## config.mk

```make
export PLATFORM = sky130hd
export DESIGN_NAME = stopwatch_core
export DESIGN_NICKNAME = d
export VERILOG_FILES = /design/src/rtl/stopwatch_pkg.sv /design/src/rtl/stopwatch_core_debouncer.sv /design/src/rtl/stopwatch_core.sv
export SDC_FILE = /design/constraint.sdc
export NUM_CORES = 1
export LEC_CHECK = 0
export CORE_MARGIN = 5
export CORE_UTILIZATION = 44
export CTS_BUF_LIST = sky130_fd_sc_hd__clkbuf_8
export CTS_CLUSTER_DIAMETER = 120
export CTS_CLUSTER_SIZE = 8
export DETAILED_ROUTE_END_ITERATION = 8
export GPL_ROUTABILITY_DRIVEN = 0
export MAX_ROUTING_LAYER = met4
export PLACE_DENSITY_LB_ADDON = 0.12
export SETUP_SLACK_MARGIN = 0.5
export SYNTH_ARGS = -nofsm -noshare
export SYNTH_HDL_FRONTEND = slang
export SYNTH_SLANG_ARGS = --single-unit
```

## constraint.sdc

```tcl
create_clock -name clk -period 4.1 [get_ports clk]
set_input_delay 1.23 -clock clk [delete_from_list [all_inputs] [get_ports clk]]
set_output_delay 1.23 -clock clk [all_outputs]
set_load 0.02 [all_outputs]
```

## src/rtl/stopwatch_pkg.sv

```systemverilog
// Shared types, constants and helpers for the stopwatch core and its button front end.
package stopwatch_pkg;

  typedef enum logic [1:0] {
    IDLE   = 2'd0,
    RUN    = 2'd1,
    PAUSED = 2'd2
  } sw_state_t;

  localparam int MAX_LAPS   = 4;
  localparam int CS_PER_SEC = 100;

  function automatic int tick_div(input int clk_hz);
    return clk_hz / CS_PER_SEC;
  endfunction

  function automatic int db_cycles(input int clk_hz, input int ms);
    return (clk_hz * ms) / 1000;
  endfunction

  function automatic logic [3:0] lap_to_led(input logic [2:0] lap);
    logic [3:0] led;
    case (lap)
      3'd0:    led = 4'b0000;
      3'd1:    led = 4'b0001;
      3'd2:    led = 4'b0011;
      3'd3:    led = 4'b0111;
      default: led = 4'b1111;
    endcase
    return led;
  endfunction

  // Advance MM:SS:cc by one centisecond; any out-of-range digit is treated as its wrap point.
  function automatic logic [23:0] bcd_time_inc(input logic [23:0] t);
    logic [3:0] mt, mo, st, so, ct, co;
    {mt, mo, st, so, ct, co} = t;
    if (co < 4'd9) begin
      co = co + 4'd1;
    end else begin
      co = 4'd0;
      if (ct < 4'd9) begin
        ct = ct + 4'd1;
      end else begin
        ct = 4'd0;
        if (so < 4'd9) begin
          so = so + 4'd1;
        end else begin
          so = 4'd0;
          if (st < 4'd5) begin
            st = st + 4'd1;
          end else begin
            st = 4'd0;
            if (mo < 4'd9) begin
              mo = mo + 4'd1;
            end else begin
              mo = 4'd0;
              mt = (mt < 4'd5) ? (mt + 4'd1) : 4'd0;
            end
          end
        end
      end
    end
    return {mt, mo, st, so, ct, co};
  endfunction

endpackage

```

## src/rtl/stopwatch_core_debouncer.sv

```systemverilog
// Synchronises one active-low raw button, debounces it and emits a one-cycle press pulse
// on each accepted release-to-press transition.
module button_debouncer
  import stopwatch_pkg::*;
#(
  parameter int CLK_FREQ_HZ      = 100_000,
  parameter int DEBOUNCE_TIME_MS = 1
) (
  input  logic clk,
  input  logic rst,
  input  logic btn_n_in,
  output logic level_out,
  output logic press_pulse
);

  localparam int DB_RAW = db_cycles(CLK_FREQ_HZ, DEBOUNCE_TIME_MS);
  localparam int DB_CNT = (DB_RAW < 1) ? 1 : DB_RAW;
  localparam int CW     = $clog2(DB_CNT + 1);
  localparam logic [CW-1:0] CNT_LAST = CW'(DB_CNT - 1);
  localparam logic [CW-1:0] CNT_ONE  = CW'(1);
  localparam logic [CW-1:0] CNT_ZERO = CW'(0);

  logic          sync1_r;
  logic          sync2_r;
  logic          level_r;
  logic          press_r;
  logic [CW-1:0] cnt_r;

  // Synchroniser, stability counter and press-edge detector.
  always_ff @(posedge clk) begin
    if (rst) begin
      sync1_r <= 1'b1;
      sync2_r <= 1'b1;
      level_r <= 1'b1;
      press_r <= 1'b0;
      cnt_r   <= CNT_ZERO;
    end else begin
      sync1_r <= btn_n_in;
      sync2_r <= sync1_r;
      press_r <= 1'b0;
      if (sync2_r == level_r) begin
        cnt_r <= CNT_ZERO;
      end else if (cnt_r >= CNT_LAST) begin
        level_r <= sync2_r;
        press_r <= ~sync2_r;
        cnt_r   <= CNT_ZERO;
      end else begin
        cnt_r <= cnt_r + CNT_ONE;
      end
    end
  end

  assign level_out   = level_r;
  assign press_pulse = press_r;

endmodule

```

## src/rtl/stopwatch_core.sv

```systemverilog
// Push-button stopwatch: debounced start/stop/reset, MM:SS:cc BCD timer and lap LEDs.
// TIME_INIT only changes the post-rst time value (bring-up preload); leave it at zero otherwise.
module stopwatch_core
  import stopwatch_pkg::*;
#(
  parameter int          CLK_FREQ_HZ      = 100_000,
  parameter int          DEBOUNCE_TIME_MS = 1,
  parameter logic [23:0] TIME_INIT        = 24'h000000
) (
  input  logic        clk,
  input  logic        rst,
  input  logic        reset_in,
  input  logic        start_in,
  input  logic        stop_in,
  output logic [3:0]  led_out,
  output logic [23:0] bcd_data_out
);

  localparam int TICK_DIV = tick_div(CLK_FREQ_HZ);
  localparam int PW       = $clog2(TICK_DIV + 1);
  localparam logic [PW-1:0] PRESC_LAST = PW'(TICK_DIV - 1);
  localparam logic [PW-1:0] PRESC_ONE  = PW'(1);
  localparam logic [PW-1:0] PRESC_ZERO = PW'(0);
  localparam logic [2:0]    LAP_MAX    = 3'(MAX_LAPS);

  logic reset_ev_s, start_ev_s, stop_ev_s;
  logic reset_lvl_s, start_lvl_s, stop_lvl_s;
  logic unused_lvl_s;

  sw_state_t     state_r, state_n_s;
  logic [2:0]    lap_r, lap_n_s;
  logic [PW-1:0] presc_r, presc_n_s;
  logic [23:0]   time_r, time_n_s;
  logic [3:0]    led_r;

  button_debouncer #(.CLK_FREQ_HZ(CLK_FREQ_HZ), .DEBOUNCE_TIME_MS(DEBOUNCE_TIME_MS)) u_reset_db (
    .clk(clk), .rst(rst), .btn_n_in(reset_in), .level_out(reset_lvl_s), .press_pulse(reset_ev_s)
  );
  button_debouncer #(.CLK_FREQ_HZ(CLK_FREQ_HZ), .DEBOUNCE_TIME_MS(DEBOUNCE_TIME_MS)) u_start_db (
    .clk(clk), .rst(rst), .btn_n_in(start_in), .level_out(start_lvl_s), .press_pulse(start_ev_s)
  );
  button_debouncer #(.CLK_FREQ_HZ(CLK_FREQ_HZ), .DEBOUNCE_TIME_MS(DEBOUNCE_TIME_MS)) u_stop_db (
    .clk(clk), .rst(rst), .btn_n_in(stop_in), .level_out(stop_lvl_s), .press_pulse(stop_ev_s)
  );

  // Only the press pulses drive the core; the stable levels are available for future use.
  assign unused_lvl_s = &{1'b0, reset_lvl_s, start_lvl_s, stop_lvl_s};

  // Next-state logic: reset > stop > start, then prescaler/time advance while running.
  always_comb begin
    state_n_s = state_r;
    lap_n_s   = lap_r;
    presc_n_s = presc_r;
    time_n_s  = time_r;
    if (reset_ev_s) begin
      state_n_s = IDLE;
      lap_n_s   = 3'd0;
      presc_n_s = PRESC_ZERO;
      time_n_s  = 24'h000000;
    end else if (stop_ev_s && (state_r == RUN)) begin
      if (lap_r >= LAP_MAX) begin
        state_n_s = IDLE;
        lap_n_s   = 3'd0;
        presc_n_s = PRESC_ZERO;
        time_n_s  = 24'h000000;
      end else begin
        state_n_s = PAUSED;
        lap_n_s   = lap_r + 3'd1;
      end
    end else if (start_ev_s && ((state_r == IDLE) || (state_r == PAUSED))) begin
      state_n_s = RUN;
    end else if (state_r == RUN) begin
      if (presc_r >= PRESC_LAST) begin
        presc_n_s = PRESC_ZERO;
        time_n_s  = bcd_time_inc(time_r);
      end else begin
        presc_n_s = presc_r + PRESC_ONE;
      end
    end else if ((state_r == IDLE) || (state_r == PAUSED)) begin
      state_n_s = state_r;
    end else begin
      state_n_s = IDLE;
      lap_n_s   = 3'd0;
      presc_n_s = PRESC_ZERO;
      time_n_s  = 24'h000000;
    end
  end

  // State, counters and registered outputs.
  always_ff @(posedge clk) begin
    if (rst) begin
      state_r <= IDLE;
      lap_r   <= 3'd0;
      presc_r <= PRESC_ZERO;
      time_r  <= TIME_INIT;
      led_r   <= 4'b0000;
    end else begin
      state_r <= state_n_s;
      lap_r   <= lap_n_s;
      presc_r <= presc_n_s;
      time_r  <= time_n_s;
      led_r   <= lap_to_led(lap_n_s);
    end
  end

  assign led_out      = led_r;
  assign bcd_data_out = time_r;

endmodule

```

# == Yosys cells after proc, flatten, opt, wreduce, memory -nomap -nowiden ==
# Index checks and enable logic that the tools add are counted.
# word_totals
output_inout_bits,28
input_bits,5
reg_bits,76
# classes
bitwise_logic,9
reduce_logical,23
addsub,11
mux,45
n_eq_ne,19
order_cmp,11
# ops
op,count
two-way mux 24 bit,6
two-way mux 4 bit,21
two-way mux 10 bit,6
"adder 4 x 1 -> 4 bit, second input constant",6
"adder 7 x 1 -> 7 bit, second input constant",3
">= comparator 7 bit, second input constant",3
two-way mux 3 bit,6
"inequality test 3 bit, second input constant",6
OR reduction 3 bit,6
"less-than comparator 4 bit, second input constant",4
case mux 4 bit (4 select lines),1
"adder 10 x 1 -> 10 bit, second input constant",1
">= comparator 10 bit, second input constant",1
two-way mux 2 bit,5
"inequality test 3 x 2 -> 1 bit, second input constant",3
NOT 1 bit,9
AND reduction 9 bit,1
"less-than comparator 4 x 3 -> 1 bit, second input constant",2
AND reduction 2 bit,4
AND reduction 8 bit,1
AND reduction 7 bit,1
"== test 3 x 2 -> 1 bit, second input constant",2
AND reduction 6 bit,1
AND reduction 5 bit,1
other kinds (15),18

# == Depth between registers and ports, before layout ==
# Gate-level depths: netlist of run 1.
# depth
word_depth,11
mapped_depth,8
mapped_depth_nobuf,7

# == Modules after synthesis ==
# From an unflattened synthesis of run 1, not the netlist that was laid out.
# unflattened
cells_unflattened,394
hier_area_um2,3594.7
# by_module_without_submodules
module,n_inst,cells_each,seq_area_each_um2,area_each_um2
stopwatch_core,1,253,860.8,2179.6
button_debouncer,3,47,220.2,471.7

# == Worst setup path before layout of run 1 ==
# Ideal clock, no wire load.
# synth_path
kind,input port to flip-flop
start,input port rst
end,register presc_r[1]
setup_ns,0.074
arrival_time_ns,2.124
n_path_buf,1
path_stages,4
slack_ns,1.902
path_cell_list,clkbuf_1 > nor2_1 > nand2_1 > a21oi_1
# synth_between
elab_chain_len,1
# synth_lines
item,line,rtl
"start, declared",stopwatch_core.sv:11,"input logic rst,"
OR reduction 2 bit (no line),-,
"end signal, assigned",stopwatch_core.sv:100,presc_r <= presc_n_s;
"end, declared",stopwatch_core.sv:32,"logic [PW-1:0] presc_r, presc_n_s;"
# Every way passes these cells.
# A chain may end at the register's enable or synchronous reset.

# == Worst setup path in the final report of run 1 ==
# layout_path
start,"register time_r[4], in the netlist bcd_data_out[4]"
end,output port bcd_data_out[4]
# layout_rtl
item,line,rtl
"start, declared",stopwatch_core.sv:33,"logic [23:0] time_r, time_n_s;"
"start signal, assigned",stopwatch_core.sv:101,time_r <= time_n_s;
"end, declared",stopwatch_core.sv:16,output logic [23:0] bcd_data_out
# No word-level cell between the ends.

==> flow_metrics.env, run 1 <==
export IMPL_status="complete, no violations"
export IMPL_num_vias=2567
export IMPL_yosysUniqueCellTypes=50
export IMPL_seqPwrFrac=0.514
export IMPL_p_leak_nw=1.52
export IMPL_slew_violations=0
export IMPL_swShare=0.192
export IMPL_yosys_area_top_type_share=0.454
export IMPL_fmax_mhz=380
export IMPL_p_switching_uw=279
export IMPL_finalHoldViolCount=0
export IMPL_grt_usage=0.135
export IMPL_nets=431
export IMPL_drc=0
export IMPL_setup_tns_ns=0
export IMPL_use_met2=0.225
export IMPL_p_clk_frac=0.464
export IMPL_ir_drop_v=0.000236
export IMPL_powerDensity_nw_per_um2=363
export IMPL_cp_end_kind="output port"
export IMPL_drt_iter0_drc=57
export IMPL_syn_to_final_growth_pct=19.4
export IMPL_cts_root_buffer="clkbuf_8"
export IMPL_ctsHoldBuffers=0
export IMPL_synthTopCellsByArea="dfxtp_1, ha_1, nor2_1, xnor2_1, xor2_1"
export IMPL_cts_setup_buffers=0
export IMPL_tightest_slew_ns=0.940
export IMPL_fin_cells=511
export IMPL_p_int_mw=1.17
export IMPL_max_cap_violations=0
export IMPL_ys_async_sr_fraction=0
export IMPL_avgSynthCellArea_sq_um=8.98
export IMPL_grt_pass1_wl_microns=10400
export IMPL_worst_r2r_endpoint="bcd_data_out[18]$_SDFFE_PP0P_"
export IMPL_io_pins=33
export IMPL_hold_end="u_start_db.sync2_r$_SDFF_PP1_"
export IMPL_drive_gt1_frac=0.0801
export IMPL_die_x_microns=97.2
export IMPL_r2r_start="presc_r[0]$_SDFFE_PP0P_"
export IMPL_viasPerCell=5.02
export IMPL_antenna_left=0
export IMPL_overflow=0
export IMPL_synth_nets=396
export IMPL_critPathSlowestCell="clkdlybuf4s50_1"
export IMPL_start_util=0.457
export IMPL_rrSetupSlack_ns=1.78
export IMPL_synth_seq_cells=76
export IMPL_setup_violations_final=0
export IMPL_clk_pin_slew_worst_paths_ns=0.08
export IMPL_synthTopCellsByCount="dfxtp_1, nor2_1, inv_1, nand2_1, a21oi_1"
export IMPL_yosysTopAreaCell="dfxtp_1"
export IMPL_h_tree_depth=3
export IMPL_min_delay_start="u_start_db.sync1_r$_SDFF_PP1_"
export IMPL_holdCritPathClass="reg -> reg"
export IMPL_grt_use_met1=0.153
export IMPL_fin_skew_ns=0.00671
export IMPL_combPwrFrac=0.022
export IMPL_grtUsageMet3=0.0309
export IMPL_finalWirelength_microns=6160
export IMPL_hold_depth=1
export IMPL_crit_buf_inv=1
export IMPL_startpoint_type="flop"
export IMPL_yosysSeqAreaShare=0.454
export IMPL_die_h_microns=97.2
export IMPL_max_stage_delay_ns=0.64
export IMPL_min_period_ns=2.63
export IMPL_clock_sinks=76
export IMPL_synth_edf_count=0
export IMPL_worstPathMaxFanout=5
export IMPL_wl_per_cell_microns=12.1
export IMPL_grt_pass1_vias=2432
export IMPL_cts_tree="built"
export IMPL_r2r_cells=6
export IMPL_timing_final_crit_share=0.642
export IMPL_worstSkewPairLatency_ns=0.34
export IMPL_diodes=0
export IMPL_max_slew_margin_rel=0.368
export IMPL_synth_area_sq_um=3350
export IMPL_dp_hpwl_microns=4260
export IMPL_critPathKind="reg -> out"
export IMPL_crit_chain="clkdlybuf4s50_1"
export IMPL_die_area_sq_um=9450
export IMPL_fp_row_count=31
export IMPL_busiest_layer="met2"
export IMPL_placed_cells=496
export IMPL_critPathArrivalTime_ns=1.40
export IMPL_synthFlopType="dfxtp_1"
export IMPL_cts_resized=0
export IMPL_drtPass1Iterations=4
export IMPL_hold_ws_ns=0.410
export IMPL_port_buffers=32
export IMPL_cp_top_family="buffers and inverters"
export IMPL_antenna_found_initial=0
export IMPL_cts_buffer_depth=2
export IMPL_required_ns=2.87
export IMPL_yosysWarnings=0
export IMPL_cts_buffers_inserted=9
export IMPL_rsz0062_at_grt="no"
export IMPL_yosysMostFrequentCell="dfxtp_1"
export IMPL_grt_max_degree=22
export IMPL_core_area_sq_um=7330
export IMPL_syn_inst=373
-- sequential cells by signal, indices dropped and copies added, names as in the netlist, 2 cells and up --
signal / count
presc_r: 10
led_out: 4
bcd_data_out: 24
lap_r: 3
u_stop_db.cnt_r: 7
u_start_db.cnt_r: 7
u_reset_db.cnt_r: 7
state_r: 2
-- logic make-up (layout without fill, tap and decap cells) --
logic type               count (synthesis)  count (layout)  synth area share
adder cells (fa/ha/maj)                 18              18            0.0673
flip-flops                              76              76             0.454
AND/OR/NAND/NOR                        158             158             0.244
multiplexers                             2               2           0.00635
buffers and inverters                   36              75            0.0430
XOR/XNOR                                26              26            0.0680
AO/OA/AOI/OAI                           57              57             0.117
-- worst max path at each step --
stage                                 startpoint                             to  cells after the start
global route        bcd_data_out[4]$_SDFFE_PP0P_                bcd_data_out[4]                      1
floorplan                                    rst        presc_r[1]$_SDFFE_PP0P_                      4
CTS                 bcd_data_out[4]$_SDFFE_PP0P_                bcd_data_out[4]                      1
detailed placement                           rst  bcd_data_out[23]$_SDFFE_PP0P_                      6
finish              bcd_data_out[4]$_SDFFE_PP0P_                bcd_data_out[4]                      1
global placement                             rst  bcd_data_out[23]$_SDFFE_PP0P_                      6
-- worst register-to-register path: cells and delay by family (launching register included) --
kind            cells  cell delay [ns]
compound gates      3             0.48
flops               1             0.36
fa+ha+maj           1             0.25
simple gates        2             1.16
-- power groups by stage --
stage	logic, mW	clock network (mW)	registers [mW]
3_5_place_dp	0.0329	0	0.765
5_1_grt	0.0354	0.725	0.748
6_report	0.0320	0.674	0.747
4_1_cts	0.0329	0.698	0.747
3_3_place_gp	0.0327	0	0.765
2_1_floorplan	0.0181	0	0.767
-- metrics by stage --
| stage | utilization | total power, mW | setup WS [ns] | cell area, sq um |
|---|---|---|---|---|
| CTS | 0.545 | 1.48 | 1.44 | 4000 |
| global placement | 0.513 | 0.797 | 1.31 | 3760 |
| floorplan | - | 0.785 | 1.90 | 3350 |
| finish | 0.545 | 1.45 | 1.47 | 4000 |
| global route | 0.545 | 1.51 | 1.42 | 4000 |
| detailed placement | 0.513 | 0.798 | 1.28 | 3760 |
-- cells in the final DEF, fill, tap and decap left out, drive strengths merged, types with 4 or more instances in the layout --
| cell type | count |
|---|---|
| ha | 18 |
| clkdlybuf4s50 | 32 |
| nor4 | 4 |
| nand4 | 9 |
| or3 | 5 |
| nor3 | 7 |
| xnor2 | 14 |
| nor2 | 47 |
| nor2b | 7 |
| nand3 | 18 |
| clkbuf | 10 |
| nand2b | 7 |
| nand2 | 25 |
| and3 | 9 |
| a21oi | 21 |
| dfxtp | 76 |
| o21ai | 9 |
| inv | 26 |
| a211o | 5 |
| xor2 | 12 |
| o31ai | 5 |
| or2 | 7 |
-- per-layer routing --
layer,vias up,wire length [microns],part of all wire
met3,9,208,0.034
met1,1167,2940,0.48
li1,1350,-,-
met4,0,110,0.018
met2,41,2890,0.47
met5,-,0,0
-- area by class of cell --
cell class                      instances  area, sq um
Clock inverter                          5          100
Timing Repair Buffer                   34          335
Sequential cell                        76         1520
Tap cell                               99          124
Fill cell                             679         3330
Multi-Input combinational cell        261         1680
Inverter                               26         97.6
Clock buffer                           10          138
Power figures use the tool's default switching activity.
==> inputs of run 2 (changes only) <==
==> constraint.sdc (replaced) <==
create_clock -name clk -period 2.75 [get_ports clk]
set_input_delay 0.825 -clock clk [delete_from_list [all_inputs] [get_ports clk]]
set_output_delay 0.825 -clock clk [all_outputs]
set_load 0.02 [all_outputs]
==> flow_metrics.env, run 2 (same netlist as run 1, synthesis figures left out) <==
export IMPL_status="complete, no violations"
export IMPL_startpoint_type="flop"
export IMPL_fin_skew_ns=0.0111
export IMPL_port_buffers=32
export IMPL_p_int_mw=1.47
export IMPL_rsz0062_at_grt="yes"
export IMPL_core_area_sq_um=7330
export IMPL_finalHoldViolCount=0
export IMPL_cts_root_buffer="clkbuf_8"
export IMPL_max_slew_margin_rel=0.623
export IMPL_worstSkewPairLatency_ns=0.35
export IMPL_critPathSlowestCell="clkdlybuf4s50_1"
export IMPL_p_clk_frac=0.399
export IMPL_syn_to_final_growth_pct=20.3
export IMPL_p_switching_uw=463
export IMPL_grt_pass1_vias=2512
export IMPL_post_dp_cell_area_sq_um=3780
export IMPL_hold_ws_ns=0.408
export IMPL_fmax_mhz=453
export IMPL_h_tree_depth=3
export IMPL_critPathArrivalTime_ns=1.38
export IMPL_antenna_left=0
export IMPL_slew_violations=0
export IMPL_powerDensity_nw_per_um2=480
export IMPL_drc=0
export IMPL_diodes=0
export IMPL_io_pins=33
export IMPL_mostFrequentLayoutCells="dfxtp_1, nor2_1, inv_1"
export IMPL_cp_end_kind="output port"
export IMPL_r2r_start="bcd_data_out[4]$_SDFFE_PP0P_"
export IMPL_viasPerCell=5.01
export IMPL_holdCritPathClass="reg -> reg"
export IMPL_die_x_microns=97.2
export IMPL_antenna_found_initial=0
export IMPL_critPathKind="reg -> out"
export IMPL_p_leak_nw=1.71
export IMPL_grt_max_degree=22
export IMPL_wl_per_cell_microns=11.9
export IMPL_largest_reg_flops=24
export IMPL_dp_hpwl_microns=4440
export IMPL_combPwrFrac=0.025
export IMPL_timing_final_crit_share=0.803
export IMPL_nets=436
export IMPL_fp_row_count=31
export IMPL_crit_chain="clkdlybuf4s50_1"
export IMPL_tightest_slew_ns=0.561
export IMPL_hold_depth=1
export IMPL_max_stage_delay_ns=0.63
export IMPL_min_delay_start="u_reset_db.sync1_r$_SDFF_PP1_"
export IMPL_ir_drop_v=0.000267
export IMPL_setup_tns_ns=0
export IMPL_required_ns=1.93
export IMPL_fin_cells=517
export IMPL_die_h_microns=97.2
export IMPL_drtPass1Iterations=4
export IMPL_ctsHoldBuffers=0
export IMPL_drive_gt1_frac=0.110
export IMPL_drt_iter0_drc=66
export IMPL_finalInstanceArea_sq_um=4030
export IMPL_die_area_sq_um=9450
export IMPL_rrSetupSlack_ns=0.59
export IMPL_placed_cells=499
export IMPL_grt_pass1_wl_microns=10800
export IMPL_multi_input_area_sq_um=1700
export IMPL_layout_commonest_cell="dfxtp_1"
export IMPL_start_util=0.457
export IMPL_grt_usage=0.140
export IMPL_worst_r2r_endpoint="bcd_data_out[18]$_SDFFE_PP0P_"
export IMPL_min_period_ns=2.21
export IMPL_num_vias=2591
export IMPL_max_cap_violations=0
export IMPL_seqPwrFrac=0.577
export IMPL_hold_end="u_reset_db.sync2_r$_SDFF_PP1_"
export IMPL_setup_violations_final=0
export IMPL_clock_sinks=76
export IMPL_clk_pin_slew_worst_paths_ns=0.08
export IMPL_seq_area_sq_um=1530
export IMPL_overflow=0
export IMPL_cts_buffers_inserted=9
export IMPL_cp_top_family="buffers and inverters"
export IMPL_worstPathMaxFanout=4
export IMPL_cts_tree="built"
export IMPL_crit_buf_inv=1
export IMPL_cts_buffer_depth=2
export IMPL_finalWirelength_microns=6180
export IMPL_r2r_cells=7
export IMPL_swShare=0.240
export IMPL_final_fill_count=668
## run 2: changes by cell type in the layout (fill, tap and decap cells not counted)
cell / before / now
clkdlybuf4s50_1: 32 / 20
dlymetal6s2s_1: 0 / 11
dfxtp_1: 76 / 70
dfxtp_2: 0 / 6
buf_4: 2 / 7
bufinv_16: 3 / 0
clkinvlp_4: 0 / 3
inv_6: 0 / 3
clkinv_2: 2 / 0
clkbuf_8: 10 / 9
clkinv_4: 0 / 1
dlygate4sd2_1: 0 / 1
ha_1: 18 / 17
ha_4: 0 / 1
## run 2: worst reg2reg max path, cell delays in order (launching register included)
cell	delay, ns
dfxtp_2	0.38
inv_1	0.05
ha_1	0.19
nand2b_1	0.11
a41oi_2	0.20
or4_4	0.52
or4_1	0.50
a21oi_1	0.15
## run 2: worst max-delay path by stage
stage	slack, ns	start	endpoint	cells after the start
global placement	0.48	rst	bcd_data_out[23]$_SDFFE_PP0P_	5
floorplan	0.61	bcd_data_out[0]$_SDFFE_PP0P_	bcd_data_out[18]$_SDFFE_PP0P_	7
global route	0.50	bcd_data_out[0]$_SDFFE_PP0P_	bcd_data_out[14]$_SDFFE_PP0P_	7
detailed placement	0.44	rst	bcd_data_out[23]$_SDFFE_PP0P_	5
CTS	0.49	presc_r[0]$_SDFFE_PP0P_	bcd_data_out[18]$_SDFFE_PP0P_	6
finish	0.54	bcd_data_out[8]$_SDFFE_PP0P_	bcd_data_out[8]	1
## run 2: stage by stage
step	total power, mW	setup slack, ns	util
global route	2.03	0.495	0.549
finish	1.93	0.542	0.549
CTS	1.97	0.493	0.543
detailed placement	1.19	0.442	0.516
floorplan	1.17	0.610	-
global placement	1.19	0.482	0.516
## run 2: cell type report
cell class / instances / area share
multi-input combinational: 261 / 0.421
sequential: 76 / 0.380
timing repair buffer: 39 / 0.0991
clock buffer: 9 / 0.0308
tap: 99 / 0.0308
inverter: 26 / 0.0242
clock inverter: 7 / 0.0143
## run 2: power by group through the flow
stage,Combinational [mW],Clock [mW],Sequential (mW)
2_1_floorplan,0.0270,0,1.14
3_3_place_gp,0.0486,0,1.14
3_5_place_dp,0.0484,0,1.14
4_1_cts,0.0487,0.812,1.11
5_1_grt,0.0528,0.859,1.12
6_report,0.0476,0.770,1.11
## run 2: what timing repair did
action,4_1_cts,5_1_grt
pin swaps,1,0
resized for setup,1,19
buffers inserted,2,0
endpoints found under the setup margin,3,16
## run 2: layer usage
metal,vias up,wire length [microns],track usage
li1,1360,-,-
met1,1190,2930,0.157
met2,33,2950,0.232
met3,8,173,0.0323
met4,0,116,0.0777
met5,-,0,-
